[config.mk]
export PLATFORM = sky130hd
export DESIGN_NAME = updown_sweep_ctrl
export DESIGN_NICKNAME = d
export VERILOG_FILES = /design/src/rtl/updown_sweep_pkg.sv /design/src/rtl/sweep_dwell_timer.sv /design/src/rtl/updown_sweep_ctrl.sv
export SDC_FILE = /design/constraint.sdc
export NUM_CORES = 1
export LEC_CHECK = 0
export ABC_CLOCK_PERIOD_IN_PS = 2650
export CAP_MARGIN = 20
export CORE_MARGIN = 5
export CORE_UTILIZATION = 45
export CTS_BUF_LIST = sky130_fd_sc_hd__clkbuf_4 sky130_fd_sc_hd__clkbuf_8
export CTS_CLUSTER_SIZE = 16
export DETAILED_ROUTE_END_ITERATION = 7
export GPL_TIMING_DRIVEN = 0
export PLACE_DENSITY_LB_ADDON = 0.08
export SYNTH_ARGS = -nofsm -noshare
export SYNTH_HDL_FRONTEND = slang
export SYNTH_HIERARCHICAL = 1
export SYNTH_SLANG_ARGS = --single-unit
[constraint.sdc]
create_clock -name clk -period 2.65 [get_ports clk]
set_input_delay 0.3975 -clock clk [delete_from_list [all_inputs] [get_ports clk]]
set_output_delay 0.3975 -clock clk [all_outputs]
set_load 0.005 [all_outputs]
[src/rtl/updown_sweep_pkg.sv]
// updown_sweep_pkg
//   Shared definitions for the up/down sweep controller:
//   - default widths for counter/bounds (W), dwell count (DW), sweep count (SW)
//   - binary-encoded sequencer state type
package updown_sweep_pkg;

   localparam int unsigned W_DEF  = 4;
   localparam int unsigned DW_DEF = 4;
   localparam int unsigned SW_DEF = 8;

   typedef enum logic [2:0] {
      S_IDLE     = 3'd0,
      S_LOAD     = 3'd1,
      S_UP       = 3'd2,
      S_DWELL_HI = 3'd3,
      S_DOWN     = 3'd4,
      S_DWELL_LO = 3'd5,
      S_DONE     = 3'd6
   } state_t;

endpackage

[src/rtl/sweep_dwell_timer.sv]
// sweep_dwell_timer
//   DW-bit down-counter used to time the hold at either sweep bound.
//   Ports:
//     clk      in   rising-edge clock
//     rst      in   asynchronous active-low reset (clears the count)
//     load     in   load load_val (priority over dec)
//     load_val in   DW  value to load
//     dec      in   decrement by one, saturating at zero
//     zero     out  count is zero
module sweep_dwell_timer #(
   parameter int unsigned DW = 4
) (
   input  logic          clk,
   input  logic          rst,
   input  logic          load,
   input  logic [DW-1:0] load_val,
   input  logic          dec,
   output logic          zero
);

   logic [DW-1:0] cnt;

   always_ff @(posedge clk or negedge rst) begin
      if (!rst) begin
         cnt <= '0;
      end else if (load) begin
         cnt <= load_val;
      end else if (dec && (cnt != '0)) begin
         cnt <= cnt - DW'(1);
      end
   end

   assign zero = (cnt == '0);

endmodule

[src/rtl/updown_sweep_ctrl.sv]
// updown_sweep_ctrl
//   Sequencer driving an external W-bit up/down counter through ping-pong
//   sweeps lo->hi->lo, holding dwell+1 cycles at each bound between sweeps.
//   Ports:
//     clk, rst            rising-edge clock, asynchronous active-low reset
//     start, abort        run request (IDLE only) / run termination (non-IDLE)
//     lo, hi, dwell,
//     n_sweeps            run configuration, latched on accepted start
//     q_in                registered counter value
//     cnt_en, cnt_dir,
//     cnt_load,
//     cnt_load_val        counter controls (load value is the latched lo)
//     busy, done,
//     aborted, cfg_err    status: not idle / normal end / abort taken / start rejected
//     sweep_cnt           completed sweeps in the current or last run
module updown_sweep_ctrl
   import updown_sweep_pkg::*;
#(
   parameter int unsigned W  = W_DEF,
   parameter int unsigned DW = DW_DEF,
   parameter int unsigned SW = SW_DEF
) (
   input  logic          clk,
   input  logic          rst,
   input  logic          start,
   input  logic          abort,
   input  logic [W-1:0]  lo,
   input  logic [W-1:0]  hi,
   input  logic [DW-1:0] dwell,
   input  logic [SW-1:0] n_sweeps,
   input  logic [W-1:0]  q_in,
   output logic          cnt_en,
   output logic          cnt_dir,
   output logic          cnt_load,
   output logic [W-1:0]  cnt_load_val,
   output logic          busy,
   output logic          done,
   output logic          aborted,
   output logic          cfg_err,
   output logic [SW-1:0] sweep_cnt
);

   state_t        state, nxt;
   logic [W-1:0]  lo_l, hi_l;
   logic [DW-1:0] dwell_l;
   logic [SW-1:0] n_l;
   logic [SW-1:0] sweep_nxt;
   logic          cfg_bad, accept, take_abort;
   logic          at_hi, at_lo;
   logic          timer_load, timer_dec, dwell_zero;

   assign cfg_bad    = (lo >= hi) || (n_sweeps == '0);
   assign accept     = (state == S_IDLE) && start && !cfg_bad;
   assign take_abort = abort && (state != S_IDLE);
   assign at_hi      = (q_in == hi_l);
   assign at_lo      = (q_in == lo_l);
   assign sweep_nxt  = sweep_cnt + SW'(1);

   always_comb begin
      nxt        = state;
      timer_load = 1'b0;
      timer_dec  = 1'b0;
      unique case (state)
         S_IDLE:     if (accept) nxt = S_LOAD;
         S_LOAD:     nxt = S_UP;
         S_UP: begin
            if (at_hi) begin
               timer_load = 1'b1;
               nxt        = S_DWELL_HI;
            end
         end
         S_DWELL_HI: begin
            if (dwell_zero) nxt = S_DOWN;
            else            timer_dec = 1'b1;
         end
         S_DOWN: begin
            if (at_lo) begin
               if (sweep_nxt == n_l) begin
                  nxt = S_DONE;
               end else begin
                  timer_load = 1'b1;
                  nxt        = S_DWELL_LO;
               end
            end
         end
         S_DWELL_LO: begin
            if (dwell_zero) nxt = S_UP;
            else            timer_dec = 1'b1;
         end
         S_DONE:     nxt = S_IDLE;
         default:    nxt = S_IDLE;
      endcase
      // abort overrides every transition, including leaving DONE normally
      if (take_abort) begin
         nxt        = S_IDLE;
         timer_load = 1'b0;
         timer_dec  = 1'b0;
      end
   end

   always_ff @(posedge clk or negedge rst) begin
      if (!rst) begin
         state     <= S_IDLE;
         lo_l      <= '0;
         hi_l      <= '0;
         dwell_l   <= '0;
         n_l       <= '0;
         sweep_cnt <= '0;
         cnt_dir   <= 1'b0;
         cfg_err   <= 1'b0;
      end else begin
         state   <= nxt;
         cfg_err <= (state == S_IDLE) && start && cfg_bad;
         if (accept) begin
            lo_l      <= lo;
            hi_l      <= hi;
            dwell_l   <= dwell;
            n_l       <= n_sweeps;
            sweep_cnt <= '0;
         end
         if ((state == S_DOWN) && at_lo && !take_abort) begin
            sweep_cnt <= sweep_nxt;
         end
         // direction only moves on entry to a counting phase; abort holds it
         if (nxt == S_UP && state != S_UP) begin
            cnt_dir <= 1'b1;
         end else if (nxt == S_DOWN && state != S_DOWN) begin
            cnt_dir <= 1'b0;
         end
      end
   end

   sweep_dwell_timer #(.DW(DW)) u_timer (
      .clk      (clk),
      .rst      (rst),
      .load     (timer_load),
      .load_val (dwell_l),
      .dec      (timer_dec),
      .zero     (dwell_zero)
   );

   // enable is decoded from q_in so the counter halts exactly on the bound
   assign cnt_en = !take_abort &&
                   (((state == S_UP)   && !at_hi) ||
                    ((state == S_DOWN) && !at_lo));
   assign cnt_load     = (state == S_LOAD) && !take_abort;
   assign cnt_load_val = lo_l;
   assign busy         = (state != S_IDLE);
   assign done         = (state == S_DONE) && !take_abort;
   assign aborted      = take_abort;

endmodule
==> results of run 1 <==
power by group through the flow:
stage	sequential, uW	combinational, uW	clock [uW]
6_report	928	985	399
5_1_grt	960	1090	429
4_1_cts	926	955	404
3_5_place_dp	938	943	0
3_3_place_gp	932	928	0
2_1_floorplan	901	642	0
through the flow:
step | cells | hold WS (ns) | setup slack, ns | util [%]
after global routing | 353 | 0.290 | -0.0744 | 62.5
after floorplan | 224 | 0.102 | 0.173 | -
final | 353 | 0.207 | 0.0450 | 62.5
after CTS | 344 | 0.249 | 0.00921 | 60.1
after global placement | 336 | 0.464 | -0.292 | 58.2
after detailed placement | 336 | 0.469 | -0.326 | 58.1
cells by family (layout without fill, tap and decap cells):
kind of cell	Yosys count	after routing	synth area share, %
AO/OA/AOI/OAI	39	39	11.8
AND/OR/NAND/NOR	81	81	20.4
buffers and inverters	21	83	4.21
flip-flops	37	37	41.5
adder cells (fa/ha/maj)	6	6	3.37
multiplexers	23	23	11.4
XOR/XNOR	17	17	7.29
state kept, by name (all words and copies together), names as in the netlist, 3 cells and up:
name	cells
cnt_load_val	4
u_timer/cnt	4
sweep_cnt	8
state	3
hi_l	4
n_l	8
dwell_l	4
metal layers:
metal	GRT usage, %	wire length (um)
met4	6.25	96
met3	3.36	266
met5	0	0
met2	25.1	2390
met1	24.3	2540
worst min path at each step:
stage                                  to              startpoint  depth (start not counted)  slack (ns)
2_1_floorplan           cfg_err$_DFF_PN0_                     rst                          0        0.10
3_3_place_gp   u_timer/cnt[2]$_DFFE_PN0P_  dwell_l[2]$_DFFE_PN0P_                          2        0.46
3_5_place_dp   u_timer/cnt[2]$_DFFE_PN0P_  dwell_l[2]$_DFFE_PN0P_                          2        0.47
4_1_cts        u_timer/cnt[1]$_DFFE_PN0P_                     rst                          1        0.25
5_1_grt        u_timer/cnt[1]$_DFFE_PN0P_                     rst                          1        0.29
6_report              cnt_dir$_DFFE_PN0P_                     rst                          1        0.21
what timing repair did:
action,in CTS,in global routing
resized for setup,3,14
endpoints found under the setup margin,11,10
endpoints found under the hold margin,0,0
buffers inserted,0,9
pin swaps,0,5
placed cells by master, fill, tap and decap left out, drive strengths merged, types with 5 or more instances in the layout:
cell type / count
xnor2: 14
nor2: 8
or3: 5
buf: 14
inv: 10
clkdlybuf4s50: 44
nand4: 5
nand3: 8
a21oi: 7
o21ai: 13
dfrtp: 37
mux2: 20
ha: 6
nand2: 18
clkbuf: 13
nand2b: 5
nor3: 9
worst register-to-register path: stages, from the launching register on:
cell,delay (ns)
dfrtp_1,0.44
ha_4,0.17
nand4_1,0.15
or3_4,0.44
and2_4,0.18
nor4_4,0.30
o22ai_2,0.13
buf_6,0.14
or4_4,0.53
o211ai_2,0.07
final cells by class:
class	count	area, sq um
Buffer	11	61.3
Clock buffer	6	76.3
Clock inverter	2	10.0
Fill cell	434	1780
Inverter	10	37.5
Multi-Input combinational cell	166	1260
Sequential cell	37	927
Tap cell	67	83.8
Timing Repair Buffer	54	513
==> metrics.cfg, run 1 <==
[critical_path]
cp.required_ns=2.87
r2r_end=u_timer/cnt[1]$_DFFE_PN0P_
rr_startpoint=sweep_cnt[1]$_DFFE_PN0P_
crit_path_end=u_timer/cnt[1]$_DFFE_PN0P_
critPathCaptureType=flip-flop
reg2reg_depth=9
crit_chain=ha_4, nand4_1, or3_4, and2_4, nor4_4, o22ai_2, buf_6, or4_4, o211ai_2
slowest_delay_ns=0.53
crit_family=simple AND/OR/NAND/NOR gates
cp.depth=9
cpMaxStageDelayCell=or4_4
cp.arrival_ns=2.82
crit_buf_inv=1
path_max_fanout=5
crit_path_start_kind=flip-flop
r2r_slack_ns=0.05
worstSetupStartpoint=sweep_cnt[1]$_DFFE_PN0P_
worstSetupPathType=reg2reg

[global_routing]
antenna_found_initial=0
track_usage_pct=16.9
grt_pass1_vias=1709
grt-ovfl-total=0
grt_pass1_wl_um=8390
grt_max_degree=38

[job]
drv_cap=0

[timing]
timing.final.hold_violations=0
setup_tns_ns=0
fin_worst_skew_ns=0.00660
fin_crit_sh_pct=98.3
final_max_slew_viol_count=0
worst_pin_slew_ns=0.860
finalSetupViolCount=0
fmax_mhz=384
maxSlewHeadroom_pct=41.8
min_period_ns=2.60

[power_and_ir_drop]
p_leak_uw=0.00122
power_frac_clock_pct=17.3
seq_power_share_pct=40.1
combPwrFrac_pct=42.6
peakVddDrop_uv=407
switching_share_pct=35.2
p_per_area_nw_per_um2=778
p_int_uw=1500
p_sw_uw=814
total_power_uw=2310

[logic_synthesis]
yosys.area.top_type=dfrtp_1
synth_seq_cells=37
synth_area_leaders=dfrtp_1 (42%), mux2_2 (10%), xnor2_1 (5.5%)
yosysSeqAreaShare_pct=41.5
ys_warn_count=6
ys.flop_type=dfrtp_1
synth_edf_count=0
async_reset_ff_share_pct=100
syn_inst=224
synthDistinctLibCells=51
synth_most_common_cell=dfrtp_1
syn_area_per_cell_sq_um=9.96
syn_nets=258
syn_area_sq_um=2230
synth_top_area_share_pct=41.5
synth_common_cells=dfrtp_1 (37), mux2_2 (20), nand2_1 (18)

[floorplan]
rows=25
io_pins=47
core_sq_um=4750
fp.dieW_um=80.4
start_util_pct=46.9
dieArea_sq_um=6470
die_h_um=80.4

[drt]
first_iter_violations=91
drt_first_pass_iters=4
ant_nets=0
drc=0
avgRoutedWirePerCell_um=15.0
viasPerCell=5.40
drt-total-wl_um=5290
num_vias=1907

[status]
status=finished, final reports clean

[clock_tree]
cts-hold-fix-buffers=0
numClockSinks=37
h-tree-depth=2
numCtsBuffers=5
cts.clk_slew.worst_paths_ns=0.08
clock-root-buffer=clkbuf_8
clockBufferDepth=2
tritoncts=done
clock_latency_ns=0.29

[place]
port_buffers=45
dp_hpwl_um=3760
place_congestion=0.813
place_area_sq_um=2760

[finish]
n_antenna_cell=0
area_growth_pct=33.3
drive_gt1_share_pct=21.0
finalInstanceArea_sq_um=2970
nets=319

[hold_path]
hold_path.class=in2async

Power figures use the tool's default switching activity.
==> inputs of run 2 (changes only) <==
--- a/config.mk
+++ b/config.mk
@@ -7,7 +7,6 @@
 export LEC_CHECK = 0
 export ABC_CLOCK_PERIOD_IN_PS = 2650
 export CAP_MARGIN = 20
-export CORE_MARGIN = 5
 export CORE_UTILIZATION = 45
 export CTS_BUF_LIST = sky130_fd_sc_hd__clkbuf_4 sky130_fd_sc_hd__clkbuf_8
 export CTS_CLUSTER_SIZE = 16
@@ -18,3 +17,4 @@
 export SYNTH_HDL_FRONTEND = slang
 export SYNTH_HIERARCHICAL = 1
 export SYNTH_SLANG_ARGS = --single-unit
+export TNS_END_PERCENT = 1
==> run 2 against run 1 <==
Cell area down 3.3%. Sequential cell count stayed put. Sequential power about the same. Worst setup slack worse by 0.033 ns. Core utilization down 2.1 points. Fmax fell by 1.2%. Global-route usage increased by 4.0 points. Clock skew fell by 0.0013 ns. Register-to-register slack worse by 0.03 ns. Combinational power down 3.0%. Critical path type unchanged. Critical endpoint unchanged.
==> metrics.cfg, run 2 (synthesized netlist as in run 1, its figures left out) <==
[global_routing]
grt-ovfl-total=0
grt_pass1_wl_um=8380
antenna_found_initial=0
grt_max_degree=38
met2_usage_pct=33.5
grt-busiest-layer=met2
grt_pass1_vias=1741
grt_use_met3_pct=3.33
grt_util_met1_pct=29.0
track_usage_pct=20.9

[floorplan]
fp.dieW_um=72.4
dieArea_sq_um=5240
io_pins=47
die_h_um=72.4
rows=25
start_util_pct=46.9
core_sq_um=4750

[finish]
area_growth_pct=28.9
drive_gt1_share_pct=15.1
top_regs=n_l x8, sweep_cnt x8
final_util_pct=60.5
fillers=458
n_antenna_cell=0
final_cells=345
nets=312
mostFrequentLayoutCells=clkdlybuf4s50_1 (44), dfrtp_1 (37), mux2_2 (20)
layout_commonest_cell=clkdlybuf4s50_1
finalInstanceArea_sq_um=2880

[power_and_ir_drop]
p_per_area_nw_per_um2=797
switching_share_pct=34.3
p_sw_uw=786
p_int_uw=1510
seq_power_share_pct=40.5
p_leak_uw=0.00116
combPwrFrac_pct=41.6
power_frac_clock_pct=17.8
peakVddDrop_uv=379

[timing]
timing.final.hold_violations=0
fin_crit_sh_pct=99.5
fmax_mhz=379
finalSetupViolCount=0
rsz0062_at_grt=true
fin_worst_skew_ns=0.00532
setup_tns_ns=0
worst_pin_slew_ns=0.916
final_max_slew_viol_count=0
min_period_ns=2.64
maxSlewHeadroom_pct=38.1

[clock_tree]
clock-root-buffer=clkbuf_8
cts-hold-fix-buffers=0
clock_latency_ns=0.28
clockBufferDepth=2
numClockSinks=37
h-tree-depth=2
tritoncts=done
numCtsBuffers=5
cts.clk_slew.worst_paths_ns=0.07

[critical_path]
path_max_fanout=10
cp.arrival_ns=2.84
critPathCaptureType=flip-flop
crit_path_start_kind=flip-flop
slowest_delay_ns=0.54
cp.required_ns=2.86
worstSetupPathType=reg2reg
r2r_slack_ns=0.01
crit_path_end=u_timer/cnt[1]$_DFFE_PN0P_
cpMaxStageDelayCell=or4_1
crit_chain=ha_1, nand4_1, or3_1, and2_1, nor4_2, o22ai_1, buf_6, or4_1, o211ai_2
worstSetupStartpoint=sweep_cnt[1]$_DFFE_PN0P_
rr_startpoint=sweep_cnt[1]$_DFFE_PN0P_
reg2reg_depth=9
r2r_end=u_timer/cnt[1]$_DFFE_PN0P_

[drt]
avgRoutedWirePerCell_um=14.1
drt_first_pass_iters=4
ant_nets=0
drc=0
first_iter_violations=100
viasPerCell=5.38
drt-total-wl_um=4870
num_vias=1855

[place]
dp_hpwl_um=3570
port_buffers=45
place_inst=336
place_area_sq_um=2760
place_congestion=0.811

[hold_path]
hold_path.class=in2async

[status]
status=finished, final reports clean

[job]
drv_cap=0

## run 2: repair_timing
item / 4_1_cts / 5_1_grt
resized for setup: 1 / 3
endpoints found under the setup margin: 1 / 21
buffers inserted: 2 / 0
## run 2: how the worst min path moves through the flow
| stage | from | to | depth (start not counted) |
|---|---|---|---|
| 6_report | rst | u_timer/cnt[3]$_DFFE_PN0P_ | 1 |
| 5_1_grt | rst | u_timer/cnt[1]$_DFFE_PN0P_ | 1 |
| 4_1_cts | rst | cnt_dir$_DFFE_PN0P_ | 1 |
| 3_5_place_dp | dwell_l[2]$_DFFE_PN0P_ | u_timer/cnt[2]$_DFFE_PN0P_ | 2 |
| 3_3_place_gp | dwell_l[2]$_DFFE_PN0P_ | u_timer/cnt[2]$_DFFE_PN0P_ | 2 |
| 2_1_floorplan | rst | cfg_err$_DFF_PN0_ | 0 |
## run 2: final cells by class
cell class	instances	area, sq um	area share, %
inverter	10	37.5	1.31
buffer	11	57.6	2.00
multi-input combinational	166	1220	42.4
timing repair buffer	47	460	16.0
tap	67	83.8	2.92
sequential	37	926	32.2
clock buffer	7	90.1	3.13
## run 2: power by group through the flow
stage | clock, uW | sequential [uW] | combinational (uW)
finish | 409 | 929 | 955
global route | 448 | 951 | 1060
CTS | 420 | 929 | 954
detailed placement | 0 | 940 | 941
global placement | 0 | 932 | 926
floorplan | 0 | 901 | 642
## run 2: per-layer routing
metal  part of all wire, %  wire length (um)
met1                    50              2440
met2                    46              2230
met3                   3.1               150
met4                   1.1                56
met5                     0                 0
## run 2: worst max-delay path, delay by kind of cell (launching register included)
kind / cells / cell delay (ns)
compound gates: 2 / 0.24
buf+inv: 1 / 0.16
flops: 1 / 0.40
simple gates: 5 / 1.53
fa+ha+maj: 1 / 0.23
## run 2: per-stage QoR
stage                     hold slack (ns)  setup WS, ns  power, uW
after floorplan                     0.102         0.173       1540
after global placement              0.463        -0.290       1860
after detailed placement            0.482        -0.271       1880
after CTS                           0.242       0.00713       2300
after global routing                0.275        -0.131       2460
final                               0.210        0.0123       2290
==> inputs of run 3 (changes only) <==
--- a/config.mk
+++ b/config.mk
@@ -11,6 +11,7 @@
 export CTS_BUF_LIST = sky130_fd_sc_hd__clkbuf_4 sky130_fd_sc_hd__clkbuf_8
 export CTS_CLUSTER_SIZE = 16
 export DETAILED_ROUTE_END_ITERATION = 7
+export DONT_BUFFER_PORTS = 1
 export GPL_TIMING_DRIVEN = 0
 export PLACE_DENSITY_LB_ADDON = 0.08
 export SYNTH_ARGS = -nofsm -noshare
==> run 3 against run 2 <==
Cell count down 12%. Core utilization down 8.1 points. Clock power about the same. Sequential power up 1%. Combinational power down 14%. Sequential cell count unchanged. First-iteration DRC count down 3.0%. Non-clock buffer count down 43. Sequential share of layout area up 5.1 points. Fmax up 1.0%. Clock skew about the same. Worst setup slack better by 0.027 ns. Largest power group is now registers. Highest routed layer unchanged.
==> metrics.cfg, run 3 (synthesized netlist as in run 1, its figures left out) <==
[hold_path]
holdCritStartpoint=lo[1]
hold_path.class=in2reg

[drt]
drt-total-wl_um=4890
first_iter_violations=97
viasPerCell=5.72
drc=0
drt_first_pass_iters=4
num_vias=1728
ant_nets=0
avgRoutedWirePerCell_um=16.2

[clock_tree]
cts.clk_slew.worst_paths_ns=0.07
tritoncts=done
h-tree-depth=2
numClockSinks=37
clock-root-buffer=clkbuf_8
clock_latency_ns=0.29
numCtsBuffers=5
clockBufferDepth=2

[timing]
maxSlewHeadroom_pct=46.5
timing.final.hold_violations=0
fin_worst_skew_ns=0.00561
setup_slack_ns=0.0393
hold_ws_ns=0.259
fin_crit_sh_pct=98.5
final_max_slew_viol_count=0
fmax_mhz=383
min_period_ns=2.61
worst_pin_slew_ns=0.791
finalSetupViolCount=0

[place]
dp_hpwl_um=3610
port_buffers=0
place_congestion=0.801
pre_cts_slack_ns=-0.129

[floorplan]
io_pins=47
die_h_um=72.4
fp.dieW_um=72.4
core_sq_um=4750
dieArea_sq_um=5240
rows=25
start_util_pct=46.9

[finish]
nets=269
top_regs=n_l x8, sweep_cnt x8
drive_gt1_share_pct=19.6
n_antenna_cell=0
layout_commonest_cell=dfrtp_1
area_growth_pct=11.7
mostFrequentLayoutCells=dfrtp_1 (35), mux2_2 (20), nand2_1 (18)

[power_and_ir_drop]
p_leak_uw=0.00101
p_per_area_nw_per_um2=869
peakVddDrop_uv=495

[global_routing]
grt_pass1_vias=1725
grt_pass1_wl_um=8090
grt_max_degree=38
antenna_found_initial=0
track_usage_pct=19.9
grt-ovfl-total=0

[critical_path]
rr_startpoint=sweep_cnt[0]$_DFFE_PN0P_
crit_path_start_kind=flip-flop
crit_path_end=u_timer/cnt[1]$_DFFE_PN0P_
critPathCaptureType=flip-flop
worstSetupPathType=reg2reg
cp.required_ns=2.86
path_max_fanout=6
r2r_slack_ns=0.04
reg2reg_depth=9
worstSetupStartpoint=sweep_cnt[0]$_DFFE_PN0P_
r2r_end=u_timer/cnt[1]$_DFFE_PN0P_
cp.arrival_ns=2.82

[status]
status=finished, final reports clean

[job]
drv_cap=0

run 3: where the power goes:
part           total [uW]  internal, uW  switching (uW)
clock                 409           217             192
sequential            938           767             171
combinational         817           405             413
run 3: timing repair:
item | in CTS | in global routing
hold buffers | 2 | 0
endpoints found under the setup margin | 1 | 1
pin swaps | 0 | 4
buffers inserted | 0 | 2
resized for setup | 2 | 7
endpoints found under the hold margin | 37 | 0
run 3: area by class of cell:
type	count	area, sq um
well taps	67	83.8
fillers	463	2260
plain buffers	11	56.3
clock buffers	7	90.1
repair buffers	4	45.0
inverters	10	37.5
multi-input cells	166	1250
flip-flops and latches	37	928
run 3: routing by layer:
metal | vias to the layer above | part of all wire (%) | wire length, um | global-route usage, %
met2 | 47 | 46 | 2250 | 31.0
met1 | 846 | 47 | 2290 | 26.4
met3 | 7 | 6.1 | 297 | 6.39
met5 | - | 0 | 0 | 0
li1 | 828 | - | - | -
met4 | 0 | 0.94 | 46 | 6.54
run 3: worst min-delay path by stage:
stage,to,slack (ns),cells after the start
finish,cnt_load_val[1]$_DFFE_PN0P_,0.26,1
CTS,hi_l[0]$_DFFE_PN0P_,0.25,1
global route,dwell_l[2]$_DFFE_PN0P_,0.25,1
detailed placement,u_timer/cnt[2]$_DFFE_PN0P_,0.10,0
global placement,u_timer/cnt[2]$_DFFE_PN0P_,0.10,0
floorplan,cfg_err$_DFF_PN0_,0.10,0
run 3: critical path, stage by stage, from the launching register on:
cell	delay (ns)
dfrtp_2	0.46
ha_4	0.16
nand4_1	0.13
or3_4	0.43
and2_4	0.17
nor4_4	0.29
o22ai_1	0.14
buf_6	0.14
or4_4	0.52
o211ai_2	0.08
run 3: through the flow:
step	total power, uW	utilization [%]	std cells	area [sq um]	setup TNS [ns]
3_3_place_gp	1690	48.7	291	2310	-0.0882
6_report	2160	52.4	302	2490	0
5_1_grt	2320	52.4	302	2490	-0.0130
2_1_floorplan	1540	-	224	2230	0
3_5_place_dp	1720	48.7	291	2310	-0.129
4_1_cts	2160	51.4	300	2440	0
